$ cat config.mk
export PLATFORM = sky130hd
export DESIGN_NAME = riscv_vec_mem_sched
export DESIGN_NICKNAME = d
export VERILOG_FILES = /design/src/rtl/riscv_vec_mem_sched.sv
export SDC_FILE = /design/constraint.sdc
export NUM_CORES = 2
export LEC_CHECK = 0
export BUFFER_PORTS_ARGS = -buffer_cell sky130_fd_sc_hd__buf_2
export CORE_AREA = 5 5 522 524
export CTS_BUF_LIST = sky130_fd_sc_hd__clkbuf_16
export CTS_CLUSTER_DIAMETER = 80
export CTS_CLUSTER_SIZE = 24
export DETAILED_ROUTE_END_ITERATION = 6
export DIE_AREA = 0 0 527 529
export PLACE_DENSITY = 0.34
export SYNTH_ARGS = -nofsm -noshare
export SYNTH_HDL_FRONTEND = slang
export SYNTH_SLANG_ARGS = --single-unit
$ cat constraint.sdc
create_clock -name clk -period 20.4 [get_ports clk]
set_clock_uncertainty 0.2 [all_clocks]
set_input_delay 1.02 -clock clk [delete_from_list [all_inputs] [get_ports clk]]
set_output_delay 1.02 -clock clk [all_outputs]
set_load 0.05 [all_outputs]
$ cat src/rtl/riscv_vec_mem_sched.sv
// riscv_vec_mem_sched
// Splits one core-side vector memory request into up to eight independent
// per-lane memory requests. It gathers each lane's response and returns a
// single completion that carries the gathered lane data.
//
// Ports
//   clk, reset         : clock and asynchronous active-high reset
//   req_*              : core request handshake; the payload is registered on acceptance
//                        (rw, {vector flag, len}, base addr, vector length, data)
//   resp_val/rdy/data  : completion handshake; lane i of resp_data is the
//                        captured response for active lanes and zero for the rest
//   busy               : high whenever the scheduler is not idle
//   lane_req_*         : per-lane request valid/ready plus shared rw/len and
//                        per-lane address/data (lane i = bits 32i+31:32i)
//   lane_resp_val/data : per-lane memory responses
module riscv_vec_mem_sched #(
    parameter logic [31:0] ADDR_STRIDE = 32'h1
) (
    input  logic         clk,
    input  logic         reset,
    input  logic         req_val,
    output logic         req_rdy,
    input  logic         req_rw,
    input  logic [2:0]   req_len,
    input  logic [31:0]  req_addr,
    input  logic [3:0]   req_vl,
    input  logic [255:0] req_data,
    output logic         resp_val,
    input  logic         resp_rdy,
    output logic [255:0] resp_data,
    output logic         busy,
    output logic [7:0]   lane_req_val,
    input  logic [7:0]   lane_req_rdy,
    output logic         lane_req_rw,
    output logic [1:0]   lane_req_len,
    output logic [255:0] lane_req_addr,
    output logic [255:0] lane_req_data,
    input  logic [7:0]   lane_resp_val,
    input  logic [255:0] lane_resp_data
);

    typedef enum logic [1:0] {
        IDLE = 2'd0,
        BUSY = 2'd1,
        DONE = 2'd2
    } state_e;

    state_e         state_q, state_d;
    logic           rw_q, rw_d;
    logic [1:0]     len_q, len_d;
    logic [31:0]    addr_q, addr_d;
    logic [255:0]   data_q, data_d;
    logic [7:0]     active_q, active_d;
    logic [7:0]     issued_q, issued_d;
    logic [7:0]     received_q, received_d;
    logic [255:0]   capt_q, capt_d;
    logic [7:0]     lane_val_s;
    logic [7:0]     new_mask_s;

    // A vector request covers lanes below min(vl, 8). A scalar request covers lane 0 only.
    function automatic logic [7:0] lane_mask(input logic [2:0] len, input logic [3:0] vl);
        logic [7:0] mask;
        mask = 8'h00;
        if (len[2]) begin
            for (int i = 0; i < 8; i++) begin
                if (i < int'(vl)) begin
                    mask[i] = 1'b1;
                end else begin
                    mask[i] = 1'b0;
                end
            end
        end else begin
            mask = 8'h01;
        end
        return mask;
    endfunction

    assign new_mask_s = lane_mask(req_len, req_vl);

    // Handshake outputs decode directly from the state register.
    assign req_rdy      = (state_q == IDLE) && !reset;
    assign resp_val     = (state_q == DONE);
    assign busy         = (state_q != IDLE);
    assign lane_req_val = lane_val_s;
    assign lane_req_rw  = rw_q;
    assign lane_req_len = len_q;
    assign lane_req_data = data_q;

    // Next-state logic: acceptance, per-lane issue/receive tracking, and completion.
    always_comb begin
        state_d    = state_q;
        rw_d       = rw_q;
        len_d      = len_q;
        addr_d     = addr_q;
        data_d     = data_q;
        active_d   = active_q;
        issued_d   = issued_q;
        received_d = received_q;
        capt_d     = capt_q;
        lane_val_s = 8'h00;
        case (state_q)
            IDLE: begin
                if (req_val && req_rdy) begin
                    rw_d       = req_rw;
                    len_d      = req_len[1:0];
                    addr_d     = req_addr;
                    data_d     = req_data;
                    active_d   = new_mask_s;
                    issued_d   = 8'h00;
                    received_d = 8'h00;
                    capt_d     = 256'h0;
                    // An empty mask has nothing to issue, so it completes immediately.
                    if (new_mask_s == 8'h00) begin
                        state_d = DONE;
                    end else begin
                        state_d = BUSY;
                    end
                end else begin
                    state_d = IDLE;
                end
            end
            BUSY: begin
                lane_val_s = active_q & ~issued_q;
                issued_d   = issued_q | (lane_val_s & lane_req_rdy);
                // Only lanes issued before this cycle may return data. This covers
                // responses that arrive in the same cycle as the request fires.
                for (int i = 0; i < 8; i++) begin
                    if (lane_resp_val[i] && issued_q[i]) begin
                        received_d[i]       = 1'b1;
                        capt_d[32*i +: 32]  = lane_resp_data[32*i +: 32];
                    end else begin
                        received_d[i]       = received_q[i];
                    end
                end
                // Compare the updated mask so that the last response moves the state to DONE on this edge.
                if (received_d == active_q) begin
                    state_d = DONE;
                end else begin
                    state_d = BUSY;
                end
            end
            DONE: begin
                if (resp_rdy) begin
                    state_d = IDLE;
                end else begin
                    state_d = DONE;
                end
            end
            default: begin
                state_d = IDLE;
            end
        endcase
    end

    // Per-lane address generation; the sum wraps modulo 2^32.
    always_comb begin
        lane_req_addr = 256'h0;
        for (int i = 0; i < 8; i++) begin
            lane_req_addr[32*i +: 32] = addr_q + (32'(i) * ADDR_STRIDE);
        end
    end

    // Gathered completion data; inactive lanes read as zero.
    always_comb begin
        resp_data = 256'h0;
        for (int i = 0; i < 8; i++) begin
            if (active_q[i]) begin
                resp_data[32*i +: 32] = capt_q[32*i +: 32];
            end else begin
                resp_data[32*i +: 32] = 32'h0;
            end
        end
    end

    // State and payload registers, cleared by the asynchronous reset.
    always_ff @(posedge clk or posedge reset) begin
        if (reset) begin
            state_q    <= IDLE;
            rw_q       <= 1'b0;
            len_q      <= 2'b00;
            addr_q     <= 32'h0;
            data_q     <= 256'h0;
            active_q   <= 8'h00;
            issued_q   <= 8'h00;
            received_q <= 8'h00;
            capt_q     <= 256'h0;
        end else begin
            state_q    <= state_d;
            rw_q       <= rw_d;
            len_q      <= len_d;
            addr_q     <= addr_d;
            data_q     <= data_d;
            active_q   <= active_d;
            issued_q   <= issued_d;
            received_q <= received_d;
            capt_q     <= capt_d;
        end
    end

endmodule

==> qor.yml <==
synth.cell_area_um2: 27300
clk-insertion-delay-late_ps: 700
setup_viol_count_final: 0
totalWireLength_um: 222000
cts.clk_slew.worst_paths_ps: 70
grt_pass1_wl_um: 289000
placement.io_buffers: 1353
startpoint_type: "flop"
core_region_area_um2: 267000
cts_max_path_buffers: 3
clock_sinks: 573
post_cts_hold_fix_bufs: 0
final_layout_size_suffix_gt1_share_pct: 34.8
grt_max_degree: 137
critPathMaxFanout: 20
maxCapViolCount: 0
place_hpwl_um: 185000
fp.dieArea_um2: 279000
nNetsFinal: 5090
power_leakage_nw: 20.9
seq_area_frac_synth_pct: 52.5
seq_power_share_pct: 23.9
syn_nets: 3814
avgSynthCellArea_um2: 8.45
crit_end_category: "output port"
cts.repair.resized: 0
run_status: "complete, no violations"
clock_power_share_pct: 17.1
cts.htree.levels: 3
rsz0062_at_grt: "no"
route.detailed.vias_per_inst: 3.45
timing.max_slew.rel_slack_pct: 17.6
std_cell_rows: 190
floorplan.initialDensity_pct: 10.2
first_global_vias: 29087
report.final.slew_viol_count: 0
post_cts_buffers: 0
ioPinCount: 1354
synth_top_cells_by_count: "nand2_1, dfrtp_1, and2_1"
synth_top_area_share_pct: 52.5
layout_worst_path_cycle_share_pct: 30.1
min-delay-path-class: "flop to flop"
synth.ff_latch_count: 573
criticalPathCategory: "flop to output port"
slew_at_the_pin_with_the_worst_max_slew_slack_ps: 1240
synth-main-ff-cell: "dfrtp_1"
synth_enable_flop_cells: 0
postSynth.asyncResetShare_pct: 100
power_density_nw_per_um2: 212
critical_path_required_ps: 19180
fmax_ghz: 0.163
finalWeightedCongestion: 0.913
cts_made_buffers: 78
post_route_antenna_net_violation_count: 0
overflow: 0
detail_route.wl_per_cell_um: 27.1
final.min_clock_period_ps: 6130
fin_util_pct: 15.3
final_hold_viol_count: 0
dieWidth_um: 527
p_int_mw: 3.46
ir_drop_mv: 0.0720
syn_to_final_growth_pct: 49.8
antenna_found_initial: 185
netSwitchingFraction_pct: 60.2
drt-initial-drc-count: 1593
combPwrFrac_pct: 59.0
drtPass1Iterations: 6
setup-tns-final_ps: 0
synth_top_cells_by_area: "dfrtp_1, nand2_1, and2_1"
post_route_drc: 0
cts.root.buffer_cell: "clkbuf_16"
critical_path_arrival_ps: 4910
postSynthCellCount: 3233
netlist.top_cell.by_area: "dfrtp_1"
die_h_um: 529
synth.distinct_cells: 48
tritoncts: "yes"
switchingPower_mw: 5.22
synth_most_common_cell: "nand2_1"
synthesis.yosys.warnings: 0
vias: 28272
grtUsageTotal_pct: 15.2
## flip-flops by register name, summed over array words and instances, names as in the netlist
signal         cells
received_q         8
active_q           8
addr_q            32
lane_req_rw        1
lane_req_len       2
state_q            2
capt_q           256
issued_q           8
lane_req_data    256
## metrics by stage
step	worst slack (ps)	hold WS [ps]	power, mW	area [um2]	cells
after CTS	14040	213	8.87	40800	8120
final	14270	267	8.67	41000	8190
after global routing	14100	256	9.12	40800	8127
after floorplan	3150	242	5.42	27300	3233
after global placement	14850	253	7.32	38100	7981
after detailed placement	14850	256	7.32	38100	7981
## placed cells by master (no fill, tap or decap), drive strengths merged
master    count
a21oi        16
nor3         16
o2bb2ai       1
nand2      1448
o22ai         1
o21a          1
nand2b        5
o21ai       231
nor4          9
clkinv       30
or2           4
and3          9
diode        70
dfrtp       573
and4          7
nand4        19
clkinvlp      7
xor2         65
a211o         1
nand3        29
clkbuf       79
nor3b         3
ha            9
a21o          2
nor2b         4
nor4b         2
nor2         76
a22o         35
a31oi        22
xnor2       145
bufinv        5
a21boi        1
buf        1424
or3           1
and2        260
inv          28
## cells by family after synthesis
kind of cell / synth area share [%]
simple gates: 29.7
compound gates: 6.54
buf+inv: 4.18
fa+ha+maj: 0.412
flops: 52.5
xor+xnor: 6.73
## power by group through the flow
| stage | Sequential (mW) | Combinational (mW) | Clock (mW) |
|---|---|---|---|
| 2_1_floorplan | 2.86 | 2.57 | 0 |
| 6_report | 2.07 | 5.12 | 1.48 |
| 5_1_grt | 2.15 | 5.39 | 1.59 |
| 3_5_place_dp | 2.10 | 5.22 | 0 |
| 4_1_cts | 2.08 | 5.23 | 1.56 |
| 3_3_place_gp | 2.09 | 5.23 | 0 |
## critical path: stages, from the launching register on
cell	delay (ps)
dfrtp_1	1160
inv_1	590
ha_1	470
inv_1	310
a21oi_1	180
nor2_2	660
nand2_1	150
xnor2_1	350
buf_2	340
## cell type report
type / instances / area, um2
Sequential cell: 573 / 14300
Inverter: 10 / 45.0
Timing Repair Buffer: 1424 / 7320
Clock inverter: 60 / 712
Antenna cell: 70 / 175
Multi-Input combinational cell: 2422 / 11900
Fill cell: 30833 / 226000
Tap cell: 3552 / 4440
Clock buffer: 79 / 1980
## worst paths after layout
path	cells after the start	end	from	slack, ps
setup / recovery	8	lane_req_addr[240]	addr_q[0]	14270
hold / removal	2	active_q[2]	active_q[2]	270
setup reg to reg	7	lane_req_data[21]	state_q[1]	16360
hold reg to reg	2	active_q[2]	active_q[2]	270
max in group asynchronous	5	lane_req_data[126]	reset	16990
min in group asynchronous	2	capt_q[251]	reset	280
## routing by layer
metal  GRT usage (%)  vias up  wire [um]
li1                -    12801          -
met1            18.3    13665      89200
met2            24.3     1283      98600
met3            7.75      373      27900
met4            3.36      150       5110
met5               0        -        940
Power figures use the tool's default switching activity.
